`src/rtl/mux_lane_merge_pkg.sv`:
```
// mux_lane_merge_pkg: shared widths, lane indices and reset values for the lane merger
package mux_lane_merge_pkg;
    localparam int DATA_W     = 8;
    localparam int FIFO_DEPTH = 4;
    localparam int ADDR_W     = $clog2(FIFO_DEPTH);
    localparam logic [DATA_W-1:0] RST_DATA = '0;
    typedef enum logic {LANE_0 = 1'b0, LANE_1 = 1'b1} lane_e;
    function automatic lane_e other_lane(input lane_e l);
        return (l == LANE_0) ? LANE_1 : LANE_0;
    endfunction
endpackage

```
`src/rtl/mux_lane_merge_if.sv`:
```
// mux_lane_merge_if: two valid-qualified input lanes plus merged stream and status
interface mux_lane_merge_if #(parameter int DATA_W = mux_lane_merge_pkg::DATA_W);
    logic [DATA_W-1:0] data_lane_0;
    logic              valid_lane_0;
    logic [DATA_W-1:0] data_lane_1;
    logic              valid_lane_1;
    logic [DATA_W-1:0] data_mux;
    logic              valid_mux;
    logic              fifo_full_0;
    logic              fifo_full_1;
    logic              overflow_err;
    modport master (
        output data_lane_0, valid_lane_0, data_lane_1, valid_lane_1,
        input  data_mux, valid_mux, fifo_full_0, fifo_full_1, overflow_err
    );
    modport slave (
        input  data_lane_0, valid_lane_0, data_lane_1, valid_lane_1,
        output data_mux, valid_mux, fifo_full_0, fifo_full_1, overflow_err
    );
endinterface

```
`src/rtl/mux_lane_merge_lane_fifo.sv`:
```
// lane_fifo: per-lane skew FIFO; a pop frees the slot a same-cycle push into a full FIFO needs
module lane_fifo #(
    parameter int DATA_W     = 8,
    parameter int FIFO_DEPTH = 4,
    parameter int ADDR_W     = $clog2(FIFO_DEPTH)
) (
    input  logic              clk_2f,
    input  logic              reset,
    input  logic              push,
    input  logic [DATA_W-1:0] push_data,
    input  logic              pop,
    output logic [DATA_W-1:0] head_data,
    output logic              empty,
    output logic              full,
    output logic              overflow
);
    logic [DATA_W-1:0] mem_q [FIFO_DEPTH];
    logic [ADDR_W-1:0] wr_ptr_q, wr_ptr_d, rd_ptr_q, rd_ptr_d;
    logic [ADDR_W:0]   count_q, count_d;
    logic              do_push, do_pop;

    assign empty     = (count_q == '0);
    assign full      = (count_q == (ADDR_W+1)'(FIFO_DEPTH));
    assign head_data = mem_q[rd_ptr_q];
    assign overflow  = push && full && !do_pop;

    always_comb begin
        do_pop   = pop && !empty;
        do_push  = push && (!full || do_pop);
        wr_ptr_d = do_push ? wr_ptr_q + 1'b1 : wr_ptr_q;
        rd_ptr_d = do_pop ? rd_ptr_q + 1'b1 : rd_ptr_q;
        count_d  = count_q + (ADDR_W+1)'(do_push) - (ADDR_W+1)'(do_pop);
    end

    always_ff @(posedge clk_2f or posedge reset) begin
        if (reset) begin
            wr_ptr_q <= '0;
            rd_ptr_q <= '0;
            count_q  <= '0;
        end else begin
            wr_ptr_q <= wr_ptr_d;
            rd_ptr_q <= rd_ptr_d;
            count_q  <= count_d;
        end
    end

    // storage needs no reset: entries are only read once count covers them
    always_ff @(posedge clk_2f) begin
        if (do_push) mem_q[wr_ptr_q] <= push_data;
    end
endmodule

```
`src/rtl/mux_lane_merge.sv`:
```
// mux_lane_merge: re-interleaves two skewed byte lanes in strict 0,1,0,1 order onto one registered stream
module mux_lane_merge #(
    parameter int DATA_W     = mux_lane_merge_pkg::DATA_W,
    parameter int FIFO_DEPTH = mux_lane_merge_pkg::FIFO_DEPTH,
    parameter int ADDR_W     = mux_lane_merge_pkg::ADDR_W
) (
    input  logic                  clk_2f,
    input  logic                  reset,
    mux_lane_merge_if.slave       bus
);
    import mux_lane_merge_pkg::*;

    lane_e             sel_q, sel_d;
    logic [DATA_W-1:0] data_q, data_d, head_0, head_1;
    logic              valid_q, valid_d, err_q, err_d, avail;
    logic              empty_0, empty_1, full_0, full_1, ovf_0, ovf_1;

    lane_fifo #(.DATA_W(DATA_W), .FIFO_DEPTH(FIFO_DEPTH), .ADDR_W(ADDR_W)) u_fifo_0 (
        .clk_2f    (clk_2f),
        .reset     (reset),
        .push      (bus.valid_lane_0),
        .push_data (bus.data_lane_0),
        .pop       (sel_q == LANE_0),
        .head_data (head_0),
        .empty     (empty_0),
        .full      (full_0),
        .overflow  (ovf_0)
    );

    lane_fifo #(.DATA_W(DATA_W), .FIFO_DEPTH(FIFO_DEPTH), .ADDR_W(ADDR_W)) u_fifo_1 (
        .clk_2f    (clk_2f),
        .reset     (reset),
        .push      (bus.valid_lane_1),
        .push_data (bus.data_lane_1),
        .pop       (sel_q == LANE_1),
        .head_data (head_1),
        .empty     (empty_1),
        .full      (full_1),
        .overflow  (ovf_1)
    );

    // selector only advances when its lane supplies a byte, so order never slips
    always_comb begin
        avail   = (sel_q == LANE_0) ? !empty_0 : !empty_1;
        sel_d   = avail ? other_lane(sel_q) : sel_q;
        valid_d = avail;
        data_d  = avail ? ((sel_q == LANE_0) ? head_0 : head_1) : data_q;
        err_d   = err_q || ovf_0 || ovf_1;
    end

    always_ff @(posedge clk_2f or posedge reset) begin
        if (reset) begin
            sel_q   <= LANE_0;
            data_q  <= DATA_W'(RST_DATA);
            valid_q <= 1'b0;
            err_q   <= 1'b0;
        end else begin
            sel_q   <= sel_d;
            data_q  <= data_d;
            valid_q <= valid_d;
            err_q   <= err_d;
        end
    end

    assign bus.data_mux     = data_q;
    assign bus.valid_mux    = valid_q;
    assign bus.fifo_full_0  = full_0;
    assign bus.fifo_full_1  = full_1;
    assign bus.overflow_err = err_q;
endmodule

```
`src/flat_wrapper.sv`:
```
// flat-port wrapper written by rule: the top's interface ports become plain ports
module mux_lane_merge_flat import mux_lane_merge_pkg::*;
#(
    parameter int DATA_W     = mux_lane_merge_pkg::DATA_W,
    parameter int FIFO_DEPTH = mux_lane_merge_pkg::FIFO_DEPTH,
    parameter int ADDR_W     = mux_lane_merge_pkg::ADDR_W
)
  (clk_2f, reset, bus_data_lane_0, bus_valid_lane_0, bus_data_lane_1, bus_valid_lane_1, bus_data_mux, bus_valid_mux, bus_fifo_full_0, bus_fifo_full_1, bus_overflow_err);
  mux_lane_merge_if #(.DATA_W(DATA_W)) bus_i ();
  input  logic clk_2f;
  input  logic reset;
  input wire logic [$bits(bus_i.data_lane_0)-1:0] bus_data_lane_0;
  input wire logic [$bits(bus_i.valid_lane_0)-1:0] bus_valid_lane_0;
  input wire logic [$bits(bus_i.data_lane_1)-1:0] bus_data_lane_1;
  input wire logic [$bits(bus_i.valid_lane_1)-1:0] bus_valid_lane_1;
  output wire logic [$bits(bus_i.data_mux)-1:0] bus_data_mux;
  output wire logic [$bits(bus_i.valid_mux)-1:0] bus_valid_mux;
  output wire logic [$bits(bus_i.fifo_full_0)-1:0] bus_fifo_full_0;
  output wire logic [$bits(bus_i.fifo_full_1)-1:0] bus_fifo_full_1;
  output wire logic [$bits(bus_i.overflow_err)-1:0] bus_overflow_err;
  assign bus_i.data_lane_0 = bus_data_lane_0;
  assign bus_i.valid_lane_0 = bus_valid_lane_0;
  assign bus_i.data_lane_1 = bus_data_lane_1;
  assign bus_i.valid_lane_1 = bus_valid_lane_1;
  assign bus_data_mux = bus_i.data_mux;
  assign bus_valid_mux = bus_i.valid_mux;
  assign bus_fifo_full_0 = bus_i.fifo_full_0;
  assign bus_fifo_full_1 = bus_i.fifo_full_1;
  assign bus_overflow_err = bus_i.overflow_err;
  mux_lane_merge #(.DATA_W(DATA_W), .FIFO_DEPTH(FIFO_DEPTH), .ADDR_W(ADDR_W)) u_core (.clk_2f(clk_2f), .reset(reset), .bus(bus_i));
endmodule
```
`config.mk`:
```
export PLATFORM = sky130hd
export DESIGN_NAME = mux_lane_merge_flat
export DESIGN_NICKNAME = d
export VERILOG_FILES = /design/src/rtl/mux_lane_merge_pkg.sv /design/src/rtl/mux_lane_merge_if.sv /design/src/rtl/mux_lane_merge_lane_fifo.sv /design/src/rtl/mux_lane_merge.sv /design/src/flat_wrapper.sv
export SDC_FILE = /design/constraint.sdc
export NUM_CORES = 1
export LEC_CHECK = 0
export ABC_AREA = 1
export BUFFER_PORTS_ARGS = -buffer_cell sky130_fd_sc_hd__buf_2
export CELL_PAD_IN_SITES_DETAIL_PLACEMENT = 1
export CELL_PAD_IN_SITES_GLOBAL_PLACEMENT = 2
export CORE_MARGIN = 1.5
export CORE_UTILIZATION = 25
export CTS_CLUSTER_SIZE = 25
export DETAILED_ROUTE_END_ITERATION = 7
export GPL_TIMING_DRIVEN = 0
export HOLD_SLACK_MARGIN = 0.1
export PLACE_DENSITY = 0.56
export SLEW_MARGIN = 25
export SYNTH_ARGS = -nofsm -noshare
export SYNTH_HDL_FRONTEND = slang
export SYNTH_HIERARCHICAL = 1
export SYNTH_SLANG_ARGS = --single-unit
export TNS_END_PERCENT = 100
```
`constraint.sdc`:
```
create_clock -name clk_2f -period 5.45 [get_ports clk_2f]
set_clock_uncertainty 0.05 [all_clocks]
set_input_delay 0 -clock clk_2f [delete_from_list [all_inputs] [get_ports clk_2f]]
set_output_delay 0 -clock clk_2f [all_outputs]
set_load 0.02 [all_outputs]
```
# Word-level counts from Yosys, hierarchy flattened
# Memory sizes are Yosys's and may differ from the RTL's.
# Index checks and enable logic that the tools add are counted.
# W data, S select, Z words.
word_totals:
  regBits: 25
  latch_bits: 0
  mem_bits_rw: 64
  mem_bits_ro: 0
  input_bits: 20
  output_inout_bits: 12
  elab_cells: 50
  memories: 2
classes:
  add_sub_neg: 8
  mul: 0
  div: 0
  magnitude_cmp: 0
  n_eq_ne: 2
  shift: 0
  muxes: 7
  bitwise_logic: 1
  reduce_logical: 20
mem_list:
  columns: ["name", "words", "word_bits", "read_ports", "rd_clocked_by_memory_dff", "wr", "line_no", "rtl"]
  rows:
  - ["u_core.u_fifo_0.mem_q", 4, 8, 1, 0, 1, "mux_lane_merge_lane_fifo.sv:17", "logic [DATA_W-1:0] mem_q [FIFO_DEPTH];"]
  - ["u_core.u_fifo_1.mem_q", 4, 8, 1, 0, 1, "mux_lane_merge_lane_fifo.sv:17", null]
ops:
  columns: ["cell", "count"]
  rows:
  - ["$add A2 B1 Y2 const B", 4]
  - ["$logic_and A1 B1 Y1", 8]
  - ["$mux W8", 1]
  - ["$add A3 B1 Y3", 2]
  - ["$eq A3 B3 Y1 const B", 2]
  - ["$logic_not A1 Y1", 6]
  - ["$logic_not A3 Y1", 2]
  - ["$mux W1", 6]
  - ["$sub A3 B1 Y3", 2]
  - ["$logic_or A1 B1 Y1", 4]
  - ["$not A1 Y1", 1]

# Longest topological paths before layout
logic_depth:
  depth_word: 7
  mapped_depth: 9
  mapped_depth_nobuf: 8

# Modules after synthesis
# The synthesis kept the hierarchy.
modules_own_cells:
  columns: ["module", "n_inst", "cells_each", "area_per_inst_um2", "seq_area_each_um2"]
  rows:
  - ["lane_fifo", 2, 150, 1765.4, 1136.1]
  - ["mux_lane_merge", 1, 72, 548.0, 275.3]

# Least setup slack after synthesis
# Ideal clock, no wire load.
synth_path:
  path_type: "register -> register"
  from: "register u_core.sel_q"
  to: "register u_core.u_fifo_0.count_q[2]"
  setup_ps: 122
  t_arrival_ps: 1612
  required_time_ps: 5278
  path_slack_ps: 3666
  path_stages_with_launch: 10
  path_buffers: 2
  period_less_slack_ps: 1784
  path_cell_list: "dfrtp_1 -> buf_6 -> inv_2 -> buf_6 -> nand2_2 -> nand3_1 -> nand2_1 -> ha_1 -> fa_1 -> xnor2_1"
synth_via:
  elab_chain_len: 6
synth_lines:
  columns: ["item", "line_no", "rtl"]
  rows:
  - ["start, declared", "mux_lane_merge.sv:13", "lane_e sel_q, sel_d;"]
  - ["start signal, assigned", "mux_lane_merge.sv:58", "sel_q <= sel_d;"]
  - ["$not A1 Y1 (*)", "mux_lane_merge.sv:23", ".pop (sel_q == LANE_0),"]
  - ["$logic_and A1 B1 Y1 (*)", "mux_lane_merge_lane_fifo.sv:28", "do_pop = pop && !empty;"]
  - ["$logic_or A1 B1 Y1", "mux_lane_merge_lane_fifo.sv:29", "do_push = push && (!full || do_pop);"]
  - ["$logic_and A1 B1 Y1", "mux_lane_merge_lane_fifo.sv:29", null]
  - ["$add A3 B1 Y3", "mux_lane_merge_lane_fifo.sv:32", "count_d = count_q + (ADDR_W+1)'(do_push) - (ADDR_W+1)'(do_pop);"]
  - ["$sub A3 B1 Y3 (*)", "mux_lane_merge_lane_fifo.sv:32", null]
  - ["net u_core.u_fifo_0.count_d[2]", "mux_lane_merge_lane_fifo.sv:19", "logic [ADDR_W:0] count_q, count_d;"]
  - ["end signal, assigned", "mux_lane_merge_lane_fifo.sv:43", "count_q <= count_d;"]
  - ["end, declared", "mux_lane_merge_lane_fifo.sv:19", null]
# Mark *: on every way through the listed nets, which the timed path passes. The rest lies on a longest branch.
# A chain may end at the register's enable or synchronous reset.

# Worst setup path in the final report
layout_path:
  from: "register u_core.sel_q"
  to: "memory u_core.u_fifo_0.mem_q[3][2] (enable)"
layout_via:
  elab_chain_len: 6
layout_lines:
  columns: ["item", "line_no", "rtl"]
  rows:
  - ["$not A1 Y1", "mux_lane_merge.sv:23", null]
  - ["$logic_and A1 B1 Y1", "mux_lane_merge_lane_fifo.sv:28", null]
  - ["$logic_or A1 B1 Y1", "mux_lane_merge_lane_fifo.sv:29", null]
  - ["$logic_and A1 B1 Y1", "mux_lane_merge_lane_fifo.sv:29", null]
  - ["$mux W1", "mux_lane_merge_lane_fifo.sv:49", "if (do_push) mem_q[wr_ptr_q] <= push_data;"]
  - ["$mux W1 (implied by the code)", "mux_lane_merge_lane_fifo.sv:49", null]
  - ["end, declared", "mux_lane_merge_lane_fifo.sv:17", null]
# Every way passes these cells.

==> reports/summary.txt <==
Synth Warn #: 6
Predominant post-synthesis flop cell: edfxtp_1
Synth-to-Final Area Change: 22.1%
Vias in the first global route: 2835
Syn Area/Cell: 11.0 µm²
Cell taking the most area after synthesis: edfxtp_1
Via density per instance: 4.03
# clock sinks: 89
EDFF count, synth: 64
Post-Synthesis Cells: 372
Worst slew pin tran: 0.915 ns
Slew headroom: 38.8%
Clock slew seen by the registers of the worst setup and hold paths: 0.06 ns
GP Congestion: 0.696
VDD IR-drop max: 0.158 mV
Clk pwr share: 21.6%
Detailed Routing Iterations Pass 1: 4
Non-filler cells, final: 654
Top Ports: 32
Fin crit period: 2.26 ns
RSZ-0062 raised after global routing: no
Post-layout net count: 465
Post-route clock period utilization: 41.5%
Slew Viols, Final: 0
Hold WC Path Type: in -> async
Hold buffer count at CTS: 19
Starting density of the core: 25.7%
Crit start category: register
Outcome: finished, final reports clean
Die Y-Extent: 131 µm
Power Density: 558 nW/µm²
CTS tree: yes
Setup crit end kind: register
Final Power: 2.78 mW
Synthesis-stage register bit count: 89
Synth top area cells: edfxtp_1, dfrtp_1, nand2_1, inv_1, buf_6
Yosys cell types: 22
Routed vias: 2634
Die Width: 131 µm
Syn Nets: 404
Register area share after synthesis: 62.5%
Area share of the largest cell type after synthesis: 47.1%
CP arrival: 2.18 ns
Remaining DRCs: 0
Crit-path max FO: 13
Worst endpoint required time: 5.36 ns
Net switching power: 1.08 mW
H-tree Lvls: 3
Sequential share of power: 36.8%
Post-route ant nets: 0
Rows: 46
CTS Buffer Depth: 2
Die area: 17100 µm²
Most frequent cells after synthesis: nand2_1, edfxtp_1, inv_1
Final Hold Fails: 0
Cell internal pwr: 1.70 mW
CTS Buf Count: 9
Total grt overflow: 0
Placed Cells: 619
Net Sw Frac: 38.7%
Root buf cell: clkbuf_16
ANT cells: 0
Async SR Flop Fraction: 28.1%
Core outline area: 15900 µm²
Worst-skew pair later-pin latency: 0.34 ns
Drt wl/cell: 14.1 µm
Combinational fraction of design power: 41.6%
Max-Cap Viols: 0
Area of the mapped netlist: 4080 µm²
Max Fclk: 442 MHz
Post-DP HPWL: 6440 µm
Layout cells sized above 1: 18.3%
# Post-CTS Setup Buffers: 0
PortBufs: 31
Global-route wire length before repair: 15100 µm
Tot GR Track Use: 12.2%
Most frequent cell after synthesis: nand2_1
Leak: 2.18 nW
Routed wire length: 9240 µm
Setup_tns: 0 ns
Initial DRC count: 99
Initial antenna violation count: 0
Pin count of the biggest net entering global routing: 15
Hold WS: 0.126 ns
# setup viols final: 0
Critical path class: reg -> reg
Resized Gates After CTS: 0
## final cells by class
type                            instances  area [µm²]
Buffer                                 14         150
Clock buffer                           10         229
Clock inverter                          6        58.8
Fill cell                            1808       10900
Inverter                               63         236
Multi-Input combinational cell        206        1140
Sequential cell                        89        2550
Tap cell                              216         270
Timing Repair Buffer                   50         345
## layer usage
metal	global-route usage, %	up-vias	share of wire, %
met5	0	-	0
met4	3.88	0	1.4
met3	3.22	10	3.4
met2	19.8	35	47
met1	15.8	1256	49
li1	-	1333	-
## final timing paths
kind / depth (start not counted) / slack (ns) / end / start
max in group asynchronous: 3 / 4.77 / u_core/sel_q / reset
hold reg to reg: 2 / 0.45 / u_core/bus.overflow_err / u_core/bus.overflow_err
hold / removal: 3 / 0.13 / u_core/u_fifo_1/count_q[1] / reset
setup reg to reg: 7 / 3.19 / u_core/u_fifo_0/mem_q[3][2] / u_core/sel_q
min in group clk_2f: 2 / 0.36 / u_core/u_fifo_1/mem_q[2][1] / bus_data_lane_1[1]
setup / recovery: 7 / 3.19 / u_core/u_fifo_0/mem_q[3][2] / u_core/sel_q
## flip-flops by register name, indices dropped and copies added, names as in the netlist, 2 cells and up
| register | cells |
|---|---|
| u_core/u_fifo_1/wr_ptr_q | 2 |
| u_core/u_fifo_1/mem_q | 32 |
| u_core/bus.data_mux | 8 |
| u_core/u_fifo_1/rd_ptr_q | 2 |
| u_core/u_fifo_0/count_q | 3 |
| u_core/u_fifo_0/wr_ptr_q | 2 |
| u_core/u_fifo_0/mem_q | 32 |
| u_core/u_fifo_1/count_q | 3 |
| u_core/u_fifo_0/rd_ptr_q | 2 |
## logic make-up (layout without fill, tap and decap cells)
kind of cell    count (synthesis)  in the layout  share of synthesized area, %
fa+ha+maj                      12             12                          4.05
compound gates                 51             51                          7.98
buf+inv                        77            143                          9.48
simple gates                  139            139                          15.2
flops                          89             89                          62.5
xor+xnor                        4              4                         0.859
## cell usage in the layout, fill, tap and decap left out, drive strengths merged
cell type and count:
fa 2, edfxtp 64, clkinv 4, buf 45
dfrtp 25, o211ai 16, clkbuf 10, bufinv 1
ha 10, dlygate4sd3 19, nor2 13, xnor2 4
nand3b 2, inv 63, o21ai 19, a21oi 16
nand2 106, nand3 18, clkinvlp 1
## power groups by stage
stage	clock network (mW)	registers (mW)	logic (mW)
4_1_cts	0.625	1.03	1.20
5_1_grt	0.646	1.05	1.33
3_3_place_gp	0	1.04	1.16
2_1_floorplan	0	1.06	0.799
3_5_place_dp	0	1.04	1.18
6_report	0.600	1.02	1.15
## metrics by stage
| stage | utilization, % | area (µm²) | setup slack [ns] |
|---|---|---|---|
| final | 31.4 | 4980 | 3.19 |
| after global routing | 31.4 | 4980 | 2.97 |
| after CTS | 31.4 | 4980 | 3.11 |
| after detailed placement | 28.4 | 4500 | 3.12 |
| after global placement | 28.4 | 4500 | 3.15 |
| after floorplan | - | 4080 | 3.67 |
## critical path: stages (launching register included)
cell and delay [ns]:
dfrtp_1 0.45, buf_6 0.18, inv_2 0.08, buf_6 0.16, inv_1 0.06, nand3_2 0.12
nand2_4 0.09, nor2_1 0.70
Power figures use the tool's default switching activity.
